===== src/rtl/core_ctrl_pkg.sv =====
// Shared definitions for the multi-cycle RV32I control path.
// - state_t             : main control FSM states
// - OP_*                : instr[6:0] opcodes the controller recognises
// - ALUOP_*/SRCA_*/...  : select encodings driven onto the datapath muxes
// - alu_control()       : ALU control decoder (ALUOp + funct fields -> ALU op)
package core_ctrl_pkg;

  typedef enum logic [3:0] {
    S_IDLE,
    S_FETCH,
    S_DECODE,
    S_MEMADR,
    S_MEMREAD,
    S_MEMWB,
    S_MEMWRITE,
    S_EXEC_R,
    S_EXEC_I,
    S_ALUWB,
    S_BEQ,
    S_TRAP
  } state_t;

  localparam logic [6:0] OP_LOAD   = 7'b0000011;
  localparam logic [6:0] OP_STORE  = 7'b0100011;
  localparam logic [6:0] OP_R      = 7'b0110011;
  localparam logic [6:0] OP_I      = 7'b0010011;
  localparam logic [6:0] OP_BRANCH = 7'b1100011;

  localparam logic [1:0] ALUOP_ADD   = 2'b00;
  localparam logic [1:0] ALUOP_SUB   = 2'b01;
  localparam logic [1:0] ALUOP_FUNCT = 2'b10;

  localparam logic [1:0] SRCA_PC    = 2'b00;
  localparam logic [1:0] SRCA_OLDPC = 2'b01;
  localparam logic [1:0] SRCA_RS1   = 2'b10;

  localparam logic [1:0] SRCB_RS2  = 2'b00;
  localparam logic [1:0] SRCB_IMM  = 2'b01;
  localparam logic [1:0] SRCB_FOUR = 2'b10;

  localparam logic [1:0] RES_ALUOUT = 2'b00;
  localparam logic [1:0] RES_MEM    = 2'b01;
  localparam logic [1:0] RES_ALU    = 2'b10;

  localparam logic [3:0] ALU_AND = 4'b0000;
  localparam logic [3:0] ALU_OR  = 4'b0001;
  localparam logic [3:0] ALU_ADD = 4'b0010;
  localparam logic [3:0] ALU_SUB = 4'b0110;
  localparam logic [3:0] ALU_SLT = 4'b0111;

  // ALUOp 01 is the branch compare and must yield subtract.
  // Only R-type (op[5]=1) with funct7[5]=1 turns funct3=000 into subtract;
  // I-type addi has no subtract form.
  function automatic logic [3:0] alu_control(input logic [1:0] alu_op,
                                             input logic [2:0] funct3,
                                             input logic       funct7_b5,
                                             input logic       op_b5);
    logic [3:0] ctl;
    ctl = ALU_ADD;
    unique case (alu_op)
      ALUOP_ADD: ctl = ALU_ADD;
      ALUOP_SUB: ctl = ALU_SUB;
      ALUOP_FUNCT: begin
        case (funct3)
          3'b000:  ctl = (op_b5 && funct7_b5) ? ALU_SUB : ALU_ADD;
          3'b010:  ctl = ALU_SLT;
          3'b110:  ctl = ALU_OR;
          3'b111:  ctl = ALU_AND;
          default: ctl = ALU_ADD;
        endcase
      end
      default: ctl = ALU_ADD;
    endcase
    return ctl;
  endfunction

endpackage


===== src/rtl/mem_wait_timer.sv =====
// Memory wait timer: counts consecutive cycles spent waiting for mem_ready
// while the controller sits in a memory-access state.
// Ports:
//   clk, reset : core clock, asynchronous active-high reset
//   active     : controller is in a state that waits on memory
//   mem_ready  : memory completed the access this cycle
//   timeout    : this is the MEM_WAIT_MAX-th waiting cycle and memory is
//                still not ready
module mem_wait_timer #(
  parameter int unsigned MEM_WAIT_MAX = 16
) (
  input  logic clk,
  input  logic reset,
  input  logic active,
  input  logic mem_ready,
  output logic timeout
);

  // The count never needs to hold MEM_WAIT_MAX itself: the controller
  // leaves the waiting state on the cycle the count would reach it.
  localparam int unsigned CW = (MEM_WAIT_MAX < 2) ? 1 : $clog2(MEM_WAIT_MAX);
  localparam logic [CW-1:0] LIMIT = CW'(MEM_WAIT_MAX - 1);

  logic [CW-1:0] cnt;

  assign timeout = active && !mem_ready && (cnt == LIMIT);

  // Every exit from a waiting state happens on mem_ready (or timeout into
  // TRAP), so clearing on mem_ready or !active gives "cleared on entry" even
  // for the direct MEMWRITE -> FETCH hop.
  always_ff @(posedge clk or posedge reset) begin
    if (reset) begin
      cnt <= '0;
    end else if (!active || mem_ready) begin
      cnt <= '0;
    end else if (!timeout) begin
      cnt <= cnt + CW'(1);
    end
  end

endmodule


===== src/rtl/multicycle_control.sv =====
// Main control FSM for the multi-cycle RV32I core.
// Sequences fetch/decode/execute/memory/writeback and drives datapath selects.
// Ports:
//   clk, reset    : core clock, asynchronous active-high reset
//   opcode        : instr[6:0] from the instruction register
//   zero          : ALU zero flag (branch compare)
//   mem_ready     : shared memory completed the current access
//   pc_write, adr_src, mem_read, mem_write, ir_write, reg_write : enables
//   alu_src_a, alu_src_b, alu_op, result_src : datapath mux selects
//   trap          : sticky; illegal opcode or memory timeout
//   instret       : retired-instruction count (wraps)
module multicycle_control
  import core_ctrl_pkg::*;
#(
  parameter int unsigned MEM_WAIT_MAX = 16,
  parameter int unsigned CNT_W        = 32
) (
  input  logic             clk,
  input  logic             reset,
  input  logic [6:0]       opcode,
  input  logic             zero,
  input  logic             mem_ready,
  output logic             pc_write,
  output logic             adr_src,
  output logic             mem_read,
  output logic             mem_write,
  output logic             ir_write,
  output logic             reg_write,
  output logic [1:0]       alu_src_a,
  output logic [1:0]       alu_src_b,
  output logic [1:0]       alu_op,
  output logic [1:0]       result_src,
  output logic             trap,
  output logic [CNT_W-1:0] instret
);

  state_t state, state_next;
  logic   wait_active;
  logic   timeout;
  logic   retire;
  logic   pc_update;
  logic   branch;

  assign wait_active = (state == S_FETCH) || (state == S_MEMREAD) ||
                       (state == S_MEMWRITE);

  mem_wait_timer #(
    .MEM_WAIT_MAX(MEM_WAIT_MAX)
  ) u_wait_timer (
    .clk      (clk),
    .reset    (reset),
    .active   (wait_active),
    .mem_ready(mem_ready),
    .timeout  (timeout)
  );

  always_ff @(posedge clk or posedge reset) begin
    if (reset) begin
      state <= S_IDLE;
    end else begin
      state <= state_next;
    end
  end

  always_comb begin
    state_next = state;
    unique case (state)
      S_IDLE:  state_next = S_FETCH;
      S_FETCH: begin
        if (mem_ready)    state_next = S_DECODE;
        else if (timeout) state_next = S_TRAP;
      end
      S_DECODE: begin
        case (opcode)
          OP_LOAD, OP_STORE: state_next = S_MEMADR;
          OP_R:              state_next = S_EXEC_R;
          OP_I:              state_next = S_EXEC_I;
          OP_BRANCH:         state_next = S_BEQ;
          default:           state_next = S_TRAP;
        endcase
      end
      S_MEMADR:  state_next = (opcode == OP_STORE) ? S_MEMWRITE : S_MEMREAD;
      S_MEMREAD: begin
        if (mem_ready)    state_next = S_MEMWB;
        else if (timeout) state_next = S_TRAP;
      end
      S_MEMWB:    state_next = S_FETCH;
      S_MEMWRITE: begin
        if (mem_ready)    state_next = S_FETCH;
        else if (timeout) state_next = S_TRAP;
      end
      S_EXEC_R: state_next = S_ALUWB;
      S_EXEC_I: state_next = S_ALUWB;
      S_ALUWB:  state_next = S_FETCH;
      S_BEQ:    state_next = S_FETCH;
      S_TRAP:   state_next = S_TRAP;
      default:  state_next = S_TRAP;
    endcase
  end

  always_comb begin
    pc_update  = 1'b0;
    branch     = 1'b0;
    adr_src    = 1'b0;
    mem_read   = 1'b0;
    mem_write  = 1'b0;
    ir_write   = 1'b0;
    reg_write  = 1'b0;
    alu_src_a  = SRCA_PC;
    alu_src_b  = SRCB_RS2;
    alu_op     = ALUOP_ADD;
    result_src = RES_ALUOUT;
    trap       = 1'b0;
    unique case (state)
      S_FETCH: begin
        mem_read   = 1'b1;
        alu_src_a  = SRCA_PC;
        alu_src_b  = SRCB_FOUR;
        alu_op     = ALUOP_ADD;
        result_src = RES_ALU;
        ir_write   = mem_ready;
        pc_update  = mem_ready;
      end
      S_DECODE: begin
        alu_src_a = SRCA_OLDPC;
        alu_src_b = SRCB_IMM;
      end
      S_MEMADR: begin
        alu_src_a = SRCA_RS1;
        alu_src_b = SRCB_IMM;
      end
      S_MEMREAD: begin
        adr_src  = 1'b1;
        mem_read = 1'b1;
      end
      S_MEMWB: begin
        result_src = RES_MEM;
        reg_write  = 1'b1;
      end
      S_MEMWRITE: begin
        adr_src   = 1'b1;
        mem_write = 1'b1;
      end
      S_EXEC_R: begin
        alu_src_a = SRCA_RS1;
        alu_src_b = SRCB_RS2;
        alu_op    = ALUOP_FUNCT;
      end
      S_EXEC_I: begin
        alu_src_a = SRCA_RS1;
        alu_src_b = SRCB_IMM;
        alu_op    = ALUOP_FUNCT;
      end
      S_ALUWB: begin
        result_src = RES_ALUOUT;
        reg_write  = 1'b1;
      end
      S_BEQ: begin
        alu_src_a  = SRCA_RS1;
        alu_src_b  = SRCB_RS2;
        alu_op     = ALUOP_SUB;
        result_src = RES_ALUOUT;
        branch     = 1'b1;
      end
      S_TRAP:  trap = 1'b1;
      default: ;
    endcase
  end

  assign pc_write = pc_update || (branch && zero);

  assign retire = (state == S_MEMWB) || (state == S_ALUWB) || (state == S_BEQ) ||
                  ((state == S_MEMWRITE) && mem_ready);

  always_ff @(posedge clk or posedge reset) begin
    if (reset) begin
      instret <= '0;
    end else if (retire) begin
      instret <= instret + CNT_W'(1);
    end
  end

endmodule

===== config.mk =====
export PLATFORM = sky130hd
export DESIGN_NAME = multicycle_control
export DESIGN_NICKNAME = d
export VERILOG_FILES = /design/src/rtl/core_ctrl_pkg.sv /design/src/rtl/mem_wait_timer.sv /design/src/rtl/multicycle_control.sv
export SDC_FILE = /design/constraint.sdc
export NUM_CORES = 1
export LEC_CHECK = 0
export CAP_MARGIN = 20
export CORE_MARGIN = 2
export CORE_UTILIZATION = 48
export DETAILED_ROUTE_END_ITERATION = 8
export HOLD_SLACK_MARGIN = 0.12
export PLACE_DENSITY_LB_ADDON = 0.08
export SLEW_MARGIN = 20
export SYNTH_ARGS = -nofsm -noshare
export SYNTH_HDL_FRONTEND = slang
export SYNTH_SLANG_ARGS = --single-unit

===== constraint.sdc =====
create_clock -name clk -period 2.3 [get_ports clk]
set_input_delay 0.345 -clock clk [delete_from_list [all_inputs] [get_ports clk]]
set_output_delay 0.345 -clock clk [all_outputs]
set_load 0.05 [all_outputs]

After elaboration in Yosys (flattened, before gate mapping)
Index checks and enable logic that the tools add are counted.
{"block": "totals", "reg_bits": 40, "inputBits": 11}
{"block": "op_classes", "muxes": 20, "n_reduce_logical": 22, "addsub": 2, "n_eq_ne": 18}
{"operator": "$add A32 B1 Y32 const B", "n": 1}
{"operator": "$pmux W4 S7", "n": 1}
{"operator": "$mux W4", "n": 6}
{"operator": "$eq A4 B4 Y1 const B", "n": 5}
{"operator": "$eq A4 B3 Y1 const B", "n": 4}
{"operator": "$pmux W2 S2", "n": 4}
{"operator": "$pmux W4 S4", "n": 1}
{"operator": "$eq A7 B6 Y1 const B", "n": 2}
{"operator": "$reduce_or A2 Y1", "n": 5}
{"operator": "$eq A4 B2 Y1 const B", "n": 2}
{"operator": "$reduce_or A4 Y1", "n": 2}
{"operator": "$eq A7 B2 Y1 const B", "n": 1}
{"operator": "$eq A7 B5 Y1 const B", "n": 1}
{"operator": "$eq A7 B7 Y1 const B", "n": 1}
{"operator": "$logic_or A1 B1 Y1", "n": 7}
{"operator": "$mux W1", "n": 7}
{"operator": "$add A4 B1 Y4 const B", "n": 1}
{"operator": "$eq A4 B1 Y1 const B", "n": 1}
{"operator": "$logic_and A1 B1 Y1", "n": 4}
{"operator": "$logic_not A4 Y1", "n": 1}
{"operator": "$reduce_or A3 Y1", "n": 1}
{"operator": "$logic_not A1 Y1", "n": 2}
{"operator": "$mux W2", "n": 1}
{"operator": "$ne A2 B1 Y1 const B", "n": 1}

Longest topological paths before layout
Gate-level depths: netlist (run 1).
{"block": "depth", "word_depth": 8, "ltp_mapped": 7, "ltp_nobuf": 6}

Hierarchy
From an unflattened synthesis (run 1), not the netlist that was laid out.
{"block": "hier_totals", "hier_cells": 237, "area_unflattened_um2": 2324.7}
{"module": "multicycle_control", "instances": 1, "cells_each": 215, "area_each_um2": 2093.3}
{"module": "mem_wait_timer", "instances": 1, "cells_each": 22, "area_each_um2": 231.5}

Least setup slack after synthesis (run 1)
OpenSTA, ideal clock, no wires.
{"block": "synth_timing", "path_type": "register to output", "start": "reg state[3]", "end": "out pc_write", "arrival_time_ns": 2.423, "slack_ns": -0.468, "path_buffers": 0, "path_stages_with_launch": 5, "cell_sequence": "dfrtp_1 -> or2_2 -> nor2_1 -> and2_1 -> a21o_1"}
{"block": "synth_between", "word_cells_on_any_way": 6}
{"item": "start, declared", "line": "multicycle_control.sv:37", "source": "state_t state, state_next;"}
{"item": "start signal, assigned", "line": "multicycle_control.sv:61", "source": "state <= state_next;"}
{"item": "$eq A4 B1 Y1"}
{"item": "$mux W1"}
{"item": "via ir_write", "line": "multicycle_control.sv:27", "source": "output logic ir_write,"}
{"item": "$logic_or A1 B1 Y1", "line": "multicycle_control.sv:170", "source": "assign pc_write = pc_update || (branch && zero);"}
{"item": "end, declared", "line": "multicycle_control.sv:23", "source": "output logic pc_write,"}
The timed path passes the listed nets, and every way through them passes these cells.

Worst setup path after layout (run 1)
{"block": "layout_timing", "start": "reg state[1]", "end": "out pc_write"}
{"block": "layout_between", "elab_chain_len": 4, "word_cells_on_any_way": 6}
{"item": "$eq A4 B4 Y1", "line": "multicycle_control.sv:114", "source": "unique case (state)"}
{"item": "$mux W1", "line": "multicycle_control.sv:114"}
{"item": "$logic_and A1 B1 Y1", "line": "multicycle_control.sv:170"}
{"item": "$logic_or A1 B1 Y1 (*)", "line": "multicycle_control.sv:170"}
Mark *: on every way between the ends. The rest lies on a longest branch, timed or not.

==> metrics.txt, run 1 <==
CP endpoint kind primary output; total iterations of the first detailed-routing run 4; Slew @ Worst Pin between 0.6 and 0.7 ns; Yosys cell types 39; CTS tree yes; clk sink count 40; post-DP HPWL 3.42 mm; initial antenna violation count 0; pre-CTS WS 0.0119 ns; vias in the first global route approximately 1,600; Clock Skews 0.00883 ns; placed inst area 0.00280 mm2; aggregate global routing overflow 0; number of setup buffers added after CTS 0; Final Hold Fails 0; Worst Path Required 1.96 ns; Slew Limit Fails 0; Pleak 0.00126 uW; area growth from synthesis to layout 37.5%; # hold bufs at CTS 0; Final ANT Viol Nets 0; fillcell total 352; most frequent cells in the layout clkdlybuf4s50_1, dfrtp_1, xnor2_1, nand2_1, buf_4; Mean Syn Cell Area 9.84 um2; ANT cells 0; design area 0.00291 mm2; flop and latch count out of synthesis 40; clk buf depth 2; min cycle time layout 2.11 ns; die area 0.00495 mm2; layout cells sized above 1 0.144; Worst VDD drop 0.973 mV; slowest CP cell dfrtp_1; Reg clk slew, reported paths ~0.070 ns; normalized max-slew margin 0.556; Cell Area, Synth about 0.0021 mm2; Cell Rows 24; status finished clean; Final setup violation count 0; HP Class flip-flop to flip-flop; TNS Setup 0 ns; non-filler cells, final 336; core box area 0.00429 mm2; Hold WS 0.469 ns; Initial Util 0.492; Max Fclk 0.475 GHz; fin worst setup slack about 0.19 ns; Iter 0 DRT Violations 48; async set or reset register ratio after synthesis 1.00; CP Max Fanout 7; part of the Yosys area used for sequential elements 0.473; Worst setup SP type flip-flop; root buffer cell clkbuf_8; warnings from Yosys 0; Total Routing Usage GR 0.188; PD cells 984 mW/mm2; die width 70.4 um; vias roughly 1,800; total wire length between 4 and 5 mm; Arrival @ worst endpoint 1.76 ns; largest net degree at the start of global routing just over 40; RSZ-0062 raised after global routing no; drt via density 5.40; slowest stage delay, CP 0.39 ns; WL/cell roughly 13 um; final net count 296; Buf+Inv Stages, Crit Path 2; crit path cell chain buf_4 > nand2b_1 > nor2_4 > and2_2 > a21o_1 > buf_12; GPL Wtd Cong 0.898; most common flop cell mapped by yosys dfrtp_1; port bufs 57; syn nets 228; Die H between 70 and 80 um; H-tree depth 2; post-cts sizing count 0; # DRC 0; placed cells 328; commonest non-fill, non-tap cell in the layout clkdlybuf4s50_1; first-pass GRT wire length about 7.4 mm; CTS Buf Count 5; Synth Instances around 220; I/O pin cnt slightly below 60; CP Class flip-flop to primary output; post-route clock period utilization 0.915; max-cap viol count 0; EDFF count, synth 0; clk_lat worst skew roughly 0.29 ns; Top Family by Delay on Critical Path simple AND/OR/NAND/NOR gates
-- worst reg2reg max path, delay by kind of cell (launching register included) --
| family | cells | cell delay [ns] |
|---|---|---|
| AOI/OAI and AO/OA | 1 | 0.53 |
| xor gates and xnor gates | 1 | 0.14 |
| DFF | 1 | 0.46 |
| and+or+nand+nor | 3 | 0.74 |
-- stage by stage --
stage	util	power, uW
global route	0.677	3000
CTS	0.677	2880
global placement	0.652	2310
finish	0.677	2860
detailed placement	0.652	2310
floorplan	-	1870
-- power by group --
| group | switching (uW) | leakage, uW | internal (uW) | total (uW) |
|---|---|---|---|---|
| logic | 907 | 0.000656 | 511 | 1420 |
| clock network | 231 | 0.0000552 | 322 | 553 |
| registers | 105 | 0.000545 | 783 | 888 |
-- Yosys cell counts, types with 2 or more instances --
master,n,area (um2)
buf_4,2,15.0
or2_2,2,12.5
clkbuf_1,2,7.51
and3_1,4,25.0
nor2_1,23,86.3
and4_1,5,43.8
xnor2_1,31,272
dfrtp_1,40,1000
nand2b_1,7,43.8
ha_1,2,25.0
nand4_1,11,68.8
inv_1,4,15.0
a21oi_1,4,20.0
xor2_1,3,26.3
nand3_1,13,65.1
nor3_1,9,45.0
nand2_1,22,82.6
and2_1,4,25.0
o21ai_0,6,30.0
a31oi_1,2,12.5
-- flip-flops by register name (all words and copies together) (netlist names) --
register,flops
u_wait_timer.cnt,4
instret,32
state,4
-- metal layers --
metal | vias to the layer above | wire length, um | GRT usage
met5 | - | 0 | 0
met4 | 0 | 89 | 0.0791
met3 | 9 | 224 | 0.0447
met2 | 56 | 2100 | 0.302
met1 | 858 | 2090 | 0.244
li1 | 892 | - | -
-- final timing paths --
| kind | from | to | slack, ns | cells past startpoint |
|---|---|---|---|---|
| hold reg to reg | instret[31]$_DFFE_PP0P_ | instret[31]$_DFFE_PP0P_ | 0.47 | 1 |
| setup / recovery | state[1]$_DFF_PP0_ | pc_write | 0.19 | 6 |
| min in group asynchronous | reset | u_wait_timer.cnt[3]$_DFFE_PP0P_ | 0.48 | 3 |
| max in group asynchronous | reset | instret[3]$_DFFE_PP0P_ | 1.47 | 3 |
| hold / removal | instret[31]$_DFFE_PP0P_ | instret[31]$_DFFE_PP0P_ | 0.47 | 1 |
| setup reg to reg | state[2]$_DFF_PP0_ | instret[26]$_DFFE_PP0P_ | 0.32 | 5 |
-- area by class of cell --
type | instances | area (um2) | area share
multi-input cells | 165 | 1070 | 0.369
inverters | 4 | 15.0 | 0.00517
clock buffers | 6 | 72.6 | 0.0250
flip-flops and latches | 40 | 1000 | 0.344
clock inverters | 2 | 35.0 | 0.0121
repair buffers | 67 | 646 | 0.222
well taps | 52 | 65.1 | 0.0224
-- cells by family after synthesis --
logic type / after synthesis / synth area share
AOI/OAI and AO/OA: 22 / 0.0746
xor gates and xnor gates: 34 / 0.141
adders and majority gates: 2 / 0.0118
buffers and inverters: 10 / 0.0248
DFF: 40 / 0.473
muxes: 1 / 0.00473
and+or+nand+nor: 106 / 0.270
Power figures use the tool's default switching activity.
==> run 2, diff against run 1 <==
CORE_ASPECT_RATIO = 0.6   (was not set)
==> run 2 against run 1 <==
Effect of this change: worst hold slack got worse by 0.0026 ns; sequential share of layout area decreased by 0.63 points; wire length increased by 8.4%; worst setup slack got worse by 0.091 ns; clock skew about the same; global-route usage increased by 2.5 points; via count increased by 1.7%; die area increased by 0.35%; critical path type unchanged; largest power group unchanged; highest routed layer unchanged.
==> metrics.txt, run 2 (synthesis gave the netlist of run 1 again) <==
status finished clean (unchanged); most frequent cells in the layout clkdlybuf4s50_1, dfrtp_1, xnor2_1, buf_4, nand2_1 (was clkdlybuf4s50_1, dfrtp_1, xnor2_1, nand2_1, buf_4); Final Hold Fails 0 (unchanged); Switching Share 0.425 (was 0.435); commonest non-fill, non-tap cell in the layout clkdlybuf4s50_1 (unchanged); root buffer cell clkbuf_8 (unchanged); Iter 0 DRT Violations 94 (was 48); Pleak 0.00128 uW (was 0.00126 uW); die width 89.7 um (was 70.4 um); total wire length 4.88 mm (was 4.50 mm); drt via density 5.34 (was 5.40); Total Routing Usage GR 0.213 (was 0.188); Worst setup SP type flip-flop (unchanged); Flop pwr share 0.304 (was 0.311); # DRC 0 (unchanged); placed inst area 0.00283 mm2 (was 0.00280 mm2); clk sink count 40 (unchanged); Slew Limit Fails 0 (unchanged); initial antenna violation count 0 (unchanged); Clock Power Share 0.210 (was 0.193); Max Fclk 0.455 GHz (was 0.475 GHz); Slew @ Worst Pin 0.505 ns (was 0.660 ns); flip-flop count of the largest register after layout 32 (unchanged); Biggest register instret (unchanged); area growth from synthesis to layout 40.2% (was 37.5%); Reg clk slew, reported paths 0.08 ns (was 0.07 ns); normalized max-slew margin 0.663 (was 0.556); min cycle time layout 2.20 ns (was 2.11 ns); Final ANT Viol Nets 0 (unchanged); CP endpoint kind primary output (unchanged); total iterations of the first detailed-routing run 5 (was 4); Initial Util 0.508 (was 0.492); post-DP HPWL 3.66 mm (was 3.42 mm); H-tree depth 2 (unchanged); die area 0.00497 mm2 (was 0.00495 mm2); Clock Skews 0.00836 ns (was 0.00883 ns); max-cap viol count 0 (unchanged); TNS Setup 0 ns (unchanged); Die H 55.4 um (was 70.4 um); clk_lat worst skew 0.30 ns (was 0.29 ns); Int Pwr 1690 uW (was 1620 uW); vias 1,846 (was 1,815); CP Class flip-flop to primary output (unchanged); ANT cells 0 (unchanged); Arrival @ worst endpoint 1.85 ns (was 1.76 ns); design area 0.00296 mm2 (was 0.00291 mm2); post-route clock period utilization 0.955 (was 0.915); CP Max Fanout 5 (was 7); PD cells 994 mW/mm2 (was 984 mW/mm2); Comb pwr share 0.486 (was 0.496); first-pass GRT wire length 8.19 mm (was 7.42 mm); Worst Path Required 1.96 ns (about the same); CTS tree yes (unchanged); biggest regs instret (32), state (4), u_wait_timer.cnt (4) (unchanged); CTS Buf Count 5 (unchanged); port bufs 57 (unchanged); Worst VDD drop 0.610 mV (was 0.973 mV); P_sw 1250 uW (was 1240 uW); vias in the first global route 1,706 (was 1,649); GPL Wtd Cong 0.893 (was 0.898); Hold WS 0.467 ns (was 0.469 ns); WL/cell 14.1 um (was 13.4 um); clk buf depth 2 (unchanged); layout cells sized above 1 0.157 (was 0.144); final net count 298 (was 296); core box area 0.00417 mm2 (was 0.00429 mm2); Cell Rows 18 (was 24); aggregate global routing overflow 0 (unchanged); RSZ-0062 raised after global routing no (unchanged); largest net degree at the start of global routing 41 (unchanged); I/O pin cnt 58 (unchanged); HP Class input port to asynchronous set/reset pin (was flip-flop to flip-flop); Final setup violation count 0 (unchanged)
==> run 2: cell types whose count changed in the layout (fill, tap and decap cells not counted) <==
cell	delta
buf_12	+1
clkbuf_1	-1
dfrtp_1	-1
buf_4	+1
clkbuf_8	+2
dfrtp_2	+1
clkinv_2	-1
==> run 2: through the flow <==
step / util / total power (uW) / setup WS, ns / std cells
after global placement: 0.679 / 2310 / 0.0166 / 337
final: 0.711 / 2950 / 0.103 / 346
after floorplan: - / 1870 / 0.136 / 215
after CTS: 0.709 / 2960 / 0.0185 / 345
after detailed placement: 0.679 / 2330 / 0.00426 / 337
after global routing: 0.711 / 3100 / 0.00768 / 346
==> run 2: cell type report <==
| type | count | area, um2 |
|---|---|---|
| Fill cell | 333 | 1200 |
| Clock inverter | 1 | 30.0 |
| Tap cell | 60 | 75.1 |
| Clock buffer | 7 | 96.3 |
| Sequential cell | 40 | 1000 |
| Multi-Input combinational cell | 165 | 1070 |
| Timing Repair Buffer | 69 | 673 |
| Inverter | 4 | 15.0 |
==> run 2: final timing paths <==
path                                         start                              end  slack (ns)  cells after the start
min in group clk           instret[31]$_DFFE_PP0P_          instret[31]$_DFFE_PP0P_        0.48                      1
hold / removal                               reset  u_wait_timer.cnt[0]$_DFFE_PP0P_        0.47                      3
setup reg to reg                state[1]$_DFF_PP0_          instret[26]$_DFFE_PP0P_        0.25                      5
setup / recovery                state[3]$_DFF_PP0_                         pc_write        0.10                      6
hold reg to reg            instret[31]$_DFFE_PP0P_          instret[31]$_DFFE_PP0P_        0.48                      1
max in group asynchronous                    reset               state[3]$_DFF_PP0_        1.46                      3
==> run 2: power by group through the flow <==
| stage | Clock [uW] | Combinational [uW] | Sequential, uW |
|---|---|---|---|
| 2_1_floorplan | 0 | 860 | 1010 |
| 3_3_place_gp | 0 | 1400 | 907 |
| 3_5_place_dp | 0 | 1420 | 908 |
| 4_1_cts | 636 | 1430 | 897 |
| 5_1_grt | 668 | 1520 | 911 |
| 6_report | 618 | 1430 | 895 |
==> run 2: layer usage <==
layer	up-vias	GRT usage	share of wire
li1	893	-	-
met1	893	0.342	0.53
met2	55	0.274	0.40
met3	5	0.0583	0.056
met4	0	0.0640	0.0078
met5	-	0	0
==> run 2: worst max-delay path: stages, from the launching register on <==
cell     delay (ns)
dfrtp_2        0.45
buf_4          0.16
or2_2          0.35
nor2_4         0.11
and2_2         0.20
a21o_1         0.14
buf_12         0.14
==> run 2: repair_timing <==
| action | 4_1_cts | 5_1_grt |
|---|---|---|
| hold buffers | 0 | 0 |
| setup endpoints to repair | 0 | 1 |
| resized for setup | 0 | 1 |
| buffers inserted | 0 | 1 |
| hold endpoints to repair | 0 | 0 |
